$ cat config.mk
export PLATFORM = sky130hd
export DESIGN_NAME = hex_word_entry
export DESIGN_NICKNAME = d
export VERILOG_FILES = /design/src/rtl/hex_word_entry.sv
export SDC_FILE = /design/constraint.sdc
export NUM_CORES = 1
export LEC_CHECK = 0
export ABC_AREA = 1
export CORE_MARGIN = 4
export CORE_UTILIZATION = 50
export CTS_CLUSTER_SIZE = 10
export DETAILED_ROUTE_END_ITERATION = 8
export PLACE_DENSITY = 0.78
export SLEW_MARGIN = 20
export SYNTH_ARGS = -nofsm -noshare
export SYNTH_HDL_FRONTEND = slang
export SYNTH_SLANG_ARGS = --single-unit
$ cat constraint.sdc
create_clock -name clk -period 4.4 [get_ports clk]
set_clock_uncertainty 0.1 [all_clocks]
set_input_delay 0.88 -clock clk [delete_from_list [all_inputs] [get_ports clk]]
set_output_delay 0.88 -clock clk [all_outputs]
set_load 0.1 [all_outputs]
$ cat src/rtl/hex_word_entry.sv
// Debounced pushbutton entry of 16-bit words, one hex nibble per accepted press; registered outputs.
// A completed word holds wr_en/wr_data/wr_addr until wr_ready; presses arriving meanwhile are dropped.
module hex_word_entry #(
  parameter int DEBOUNCE_CYCLES = 100000
) (
  input  logic        clk,
  input  logic        clr,
  input  logic        button,
  input  logic [3:0]  switch,
  input  logic        enable,
  input  logic        wr_ready,
  output logic        wr_en,
  output logic [15:0] wr_addr,
  output logic [15:0] wr_data,
  output logic [15:0] preview,
  output logic [1:0]  nib_idx
);

  localparam int CW = $clog2(DEBOUNCE_CYCLES + 1);
  localparam logic [CW-1:0] CNT_MAX = CW'(DEBOUNCE_CYCLES);

  typedef enum logic {COLLECT, WRITE} state_t;

  state_t        state, state_nxt;
  logic [CW-1:0] cnt, cnt_nxt;
  logic          press;
  logic [15:0]   addr_nxt, data_nxt, prev_nxt, shifted;
  logic [1:0]    idx_nxt;

  // Pulse fires only on the step into saturation, so a held button yields one press.
  always_comb begin
    cnt_nxt = cnt;
    if (!button)
      cnt_nxt = '0;
    else if (cnt != CNT_MAX)
      cnt_nxt = cnt + 1'b1;
    press = button && (cnt == CNT_MAX - 1'b1);
  end

  always_comb begin
    state_nxt = state;
    addr_nxt  = wr_addr;
    data_nxt  = wr_data;
    prev_nxt  = preview;
    idx_nxt   = nib_idx;
    shifted   = {preview[11:0], switch};
    case (state)
      COLLECT: begin
        if (!enable) begin
          prev_nxt = '0;
          idx_nxt  = '0;
        end else if (press) begin
          prev_nxt = shifted;
          if (nib_idx == 2'd3) begin
            data_nxt  = shifted;
            state_nxt = WRITE;
          end else begin
            idx_nxt = nib_idx + 2'd1;
          end
        end
      end
      WRITE: begin
        if (wr_ready) begin
          state_nxt = COLLECT;
          addr_nxt  = wr_addr + 16'd1;
          prev_nxt  = '0;
          idx_nxt   = '0;
        end
      end
      default: state_nxt = COLLECT;
    endcase
  end

  always_ff @(posedge clk) begin
    if (clr) begin
      state   <= COLLECT;
      cnt     <= '0;
      wr_addr <= '0;
      wr_data <= '0;
      preview <= '0;
      nib_idx <= '0;
    end else begin
      state   <= state_nxt;
      cnt     <= cnt_nxt;
      wr_addr <= addr_nxt;
      wr_data <= data_nxt;
      preview <= prev_nxt;
      nib_idx <= idx_nxt;
    end
  end

  // The state flop itself is the write request.
  assign wr_en = (state == WRITE);

endmodule

==> qor.csv <==
metric;value;unit
status;finished, final reports clean;
crit path launch type;register;
I/O pin count;60;
routed length on met2;3442;um
Max Root-Sink Buffers;2;
Final ANT Viol Nets;0;
die area;7453;um^2
vias in the first global route;2776;
DR pass1 iterations;4;
unrepaired setup endpoints after global routing;false;
Synth Instances;442;
Cell Area, Placed;3709;um^2
MaxCap Viol Count;0;
register area share after synthesis;44.37;%
fin nets;515;
Buf+Inv Stages, Crit Path;1;
M1 WL;3277;um
Final WS setup;1.381;ns
All-Layer GR Usage;21.01;%
met3 WL;445;um
postcts setup bufs;0;
dpl hpwl;5194;um
Post-route DRC;0;
max_slew headroom;32.53;%
drt wl/cell;12.54;um
Yosys cell types;29;
Crit Path Class;register to output port;
Inserted Diodes;0;
initial antenna violation count;0;
Slew @ Worst Pin;1.009;ns
crit path cell chain;clkdlybuf4s50_1;
Crit-path slowest cell;clkdlybuf4s50_1;
final worst path period share;68.62;%
FMAX;331.2;MHz
area grow syn2layout;27.57;%
GPL Wtd Cong;0.8420;
cell taking the most area after synthesis;dfxtp_1;
post-CTS resize count;0;
Worst-path clk slew;0.07;ns
largest net degree at the start of global routing;29;
crit path time final;3.019;ns
LEAKAGE;1.547;nW
Vert. Die Dim;86.33;um
clk sinks;68;
grt ovf;0;
Crit path max-delay family;buffers and inverters;
min-delay worst type;register to register;
Syn Area/Cell;6.941;um^2
first-pass GRT wire length;12440;um
row cnt;28;
CTS tree;done;
commonest non-fill, non-tap cell in the layout;nor2_1;
H-tree levels;3;
setup TNS;0;ns
average via count per standard cell;5.060;
Mapped Area;3068;um^2
root buf cell;clkbuf_8;
worst path required time;3.42;ns
Ys Warns;0;
hold buffers post-CTS;0;
crit path DAT;2.04;ns
final hold violations;0;
top sig layer;met4;
Die X;86.33;um
worst-path maximum fanout;9;
IO buf count;59;
design area;3914;um^2
pre-CTS WS;1.571;ns
Iter 0 DRT Violations;162;
vias after detailed routing;2940;
Syn Nets;455;
share of cells above drive strength 1;5.929;%
post-synth top area share;44.37;%
worst vdd ir;0.2137;mV
final setup fails;0;
initial core utilization;51.82;%
Clk Latency, worst-skew pair;0.34;ns
Synth area leaders;dfxtp_1, nor2_1, nand2_1, a21oi_1, inv_1;
Largest stage delay, worst path;1.20;ns
Final Max Slew Viols;0;
post-synthesis register bit count;68;
TritonCTS Buffers;9;
core region area;5921;um^2
DRT Wirelength;7285;um
commonest cells after routing, fill and taps aside;nor2_1, nand2_1, dfxtp_1, clkdlybuf4s50_1, a21oi_1;
PD cells;341.9;nW/um^2
crit end category;output port;
worst paths after layout:
path / start / endpoint / slack [ns] / cells past startpoint
worst min-delay path: cnt[9] / cnt[9] / 0.40 / 2
worst max register to register: cnt[0] / wr_data[14] / 2.29 / 8
worst max-delay path: wr_en / wr_en / 1.38 / 1
worst min register to register: cnt[9] / cnt[9] / 0.40 / 2
layer usage:
| metal | vias up | track usage (%) |
|---|---|---|
| li1 | 1533 | - |
| met1 | 1299 | 26.56 |
| met2 | 94 | 33.94 |
| met3 | 14 | 5.798 |
| met4 | 0 | 8.357 |
| met5 | - | 0 |
kinds of logic after synthesis:
kind of cell	share of synthesized area, %
XOR/XNOR	1.142
buffers and inverters	7.789
AND/OR/NAND/NOR	33.36
flip-flops	44.37
AO/OA/AOI/OAI	11.70
adder cells (fa/ha/maj)	1.631
state kept, by name, summed over array words and instances (netlist names):
| register | count |
|---|---|
| wr_data | 16 |
| nib_idx | 2 |
| wr_en | 1 |
| cnt | 17 |
| preview | 16 |
| wr_addr | 16 |
Yosys cell counts (all sizes together):
cell / n
nand3: 24
a211oi: 2
or3: 1
buf: 7
clkinv: 1
nand2: 93
inv: 45
clkbuf: 6
a21oi: 46
nor3: 24
ha: 4
nor2: 93
xor2: 3
a31oi: 2
o21bai: 1
nand4: 4
xnor2: 1
dfxtp: 68
o21a: 1
o21ai: 15
or2: 1
metrics by stage:
stage                     hold WS [ns]   power, W  utilization [%]  instances
final                           0.3975   0.001338            66.10        581
after global routing            0.4370   0.001389            66.10        581
after CTS                       0.3929   0.001349            66.10        581
after detailed placement        0.3806  0.0008068            62.64        566
after global placement          0.3719  0.0008050            62.64        566
after floorplan                 0.3522  0.0007662                -        442
power breakdown:
part           switching [W]  leakage (nW)  internal (W)
Sequential         0.0000112         0.551      0.000626
Combinational       0.000115         0.893     0.0000403
Clock               0.000231         0.102      0.000314
Total               0.000358          1.55      0.000981
layout make-up:
cell class                 instances  area, um^2
clock buffer                      10       127.6
clock inverter                     5       77.57
fill                             540        2007
inverter                          46       172.7
multi-input combinational        315        1468
sequential                        68        1361
tap                               75       93.84
timing repair buffer              62       613.1
Note: power is estimated with default switching activity, not from simulation.
==> variant (same flow settings) <==
Set the parameter `DEBOUNCE_CYCLES` to 50000 (it was 100000).
--- a/src/rtl/hex_word_entry.sv
+++ b/src/rtl/hex_word_entry.sv
@@ -1,7 +1,7 @@
 // Debounced pushbutton entry of 16-bit words, one hex nibble per accepted press; registered outputs.
 // A completed word holds wr_en/wr_data/wr_addr until wr_ready; presses arriving meanwhile are dropped.
 module hex_word_entry #(
-  parameter int DEBOUNCE_CYCLES = 100000
+  parameter int DEBOUNCE_CYCLES = 50000
 ) (
   input  logic        clk,
   input  logic        clr,
Check against the original RTL: same outputs for any inputs over 10 cycles, from zero or initial values; that may be too few to reach the edited logic, so the function may still have changed.
==> variant against the unedited design <==
Design area up 4.8%. Count of clock-buffer cells in the layout shrank 1. Sequential cell count is 1 lower. First-iteration DRC count rose by 36%. Sequential power fell by 1%. Worst setup slack gained 0.074 ns. Routed wire length shrank 0.59%. Die area increased by 7.1%. Fmax rose by 2.5%. Power is 2.0% higher. Synthesized cell count is 5.9% higher. Synthesized area up 7.8%. Via count rose by 2.6%. Largest cell class unchanged.
==> variant: results <==
group,metric,value,unit
worst_setup_path,arrival,1.97,ns
final_layout,drive_gt1_share,12.3,%
worst_setup_path,cp_max_fo,5,
synthesis,ys_warn_count,0,
synthesis,yosysSeqAreaShare,40.6,%
power,p_switching,382,µW
global_route,track_usage,19.7,%
placement,dp_hpwl,5010,µm
worst_setup_path,rrSetupSlack,2.57,ns
power,vdd_drop_max,0.202,mV
worst_setup_path,worstReg2RegEnd,"wr_data[15]$_SDFFE_PP0P_",
global_route,grt_pass1_wl,12200,µm
drt,drt_iter0_markers,220,
outcome,status,"finished clean",
global_route,grt_max_degree,37,
synthesis,synth_cell_type_count,36,
synthesis,synth_nets,481,
global_route,met1_usage,25.4,%
power,power.leakage,0.00177,µW
placement,place_ws,1.62,ns
global_route,grtUsageMet3,4.79,%
final_layout,fillCellCount,588,
cts,clock_latency,0.36,ns
worst_setup_path,cpMaxStageDelayCell,"clkdlybuf4s50_1",
drt,vias_per_cell,4.98,
drt,wl_per_cell,12.0,µm
global_route,grt_pass1_vias,2761,
synthesis,yosys-top-cells-area,"dfxtp_1, nand2_1, nor2_1",
sta,relSlewSlack,32.5,%
placement,gp_congestion,0.875,
final_layout,nets,537,
global_route,use_met2,30.4,%
hold_path,worstHoldEndpoint,"wr_addr[6]$_SDFFE_PP0P_",
sta,holdWs,0.389,ns
[variant: layer usage]
metal	part of all wire, %	up-vias
met5	0	-
met4	2.9	0
met3	5.8	15
met2	45	76
met1	46	1350
li1	-	1576
[variant: logic make-up (layout without fill, tap and decap cells)]
| kind of cell | count (synthesis) | count (layout) | share of synthesized area, % |
|---|---|---|---|
| compound gates | 57 | 57 | 10.0 |
| xor+xnor | 2 | 2 | 0.530 |
| fa+ha+maj | 4 | 4 | 1.51 |
| buf+inv | 69 | 130 | 10.1 |
| flops | 67 | 67 | 40.6 |
| simple gates | 269 | 269 | 37.3 |
[variant: worst max path at each step]
stage	end	slack, ns	from
detailed placement	preview[8]$_SDFFE_PP0P_	1.62	clr
global route	preview[5]	1.41	preview[5]$_SDFFE_PP0P_
floorplan	wr_addr[13]$_SDFFE_PP0P_	2.26	wr_en$_SDFF_PP0_
global placement	preview[5]$_SDFFE_PP0P_	1.67	clr
finish	wr_en	1.45	wr_en$_SDFF_PP0_
CTS	preview[5]	1.43	preview[5]$_SDFFE_PP0P_
[variant: cell type report]
| class | count | area [µm²] | share of cell area (%) |
|---|---|---|---|
| inverters | 54 | 208 | 5.07 |
| well taps | 77 | 96.3 | 2.35 |
| clock buffers | 9 | 124 | 3.02 |
| repair buffers | 60 | 598 | 14.6 |
| multi-input cells | 332 | 1630 | 39.8 |
| clock inverters | 7 | 100 | 2.44 |
| flip-flops and latches | 67 | 1340 | 32.7 |
[variant: metrics by stage]
step / instance area [µm²] / cells
final: 4100 / 606
after global routing: 4100 / 606
after global placement: 3880 / 590
after floorplan: 3310 / 468
after CTS: 4100 / 606
after detailed placement: 3880 / 590
[variant: power groups by stage]
stage                     logic, µW  registers [µW]  clock network [µW]
after floorplan                53.8             712                   0
after global placement          155             643                   0
after detailed placement        157             643                   0
after CTS                       159             629                 587
after global routing            170             630                 613
final                           158             629                 578
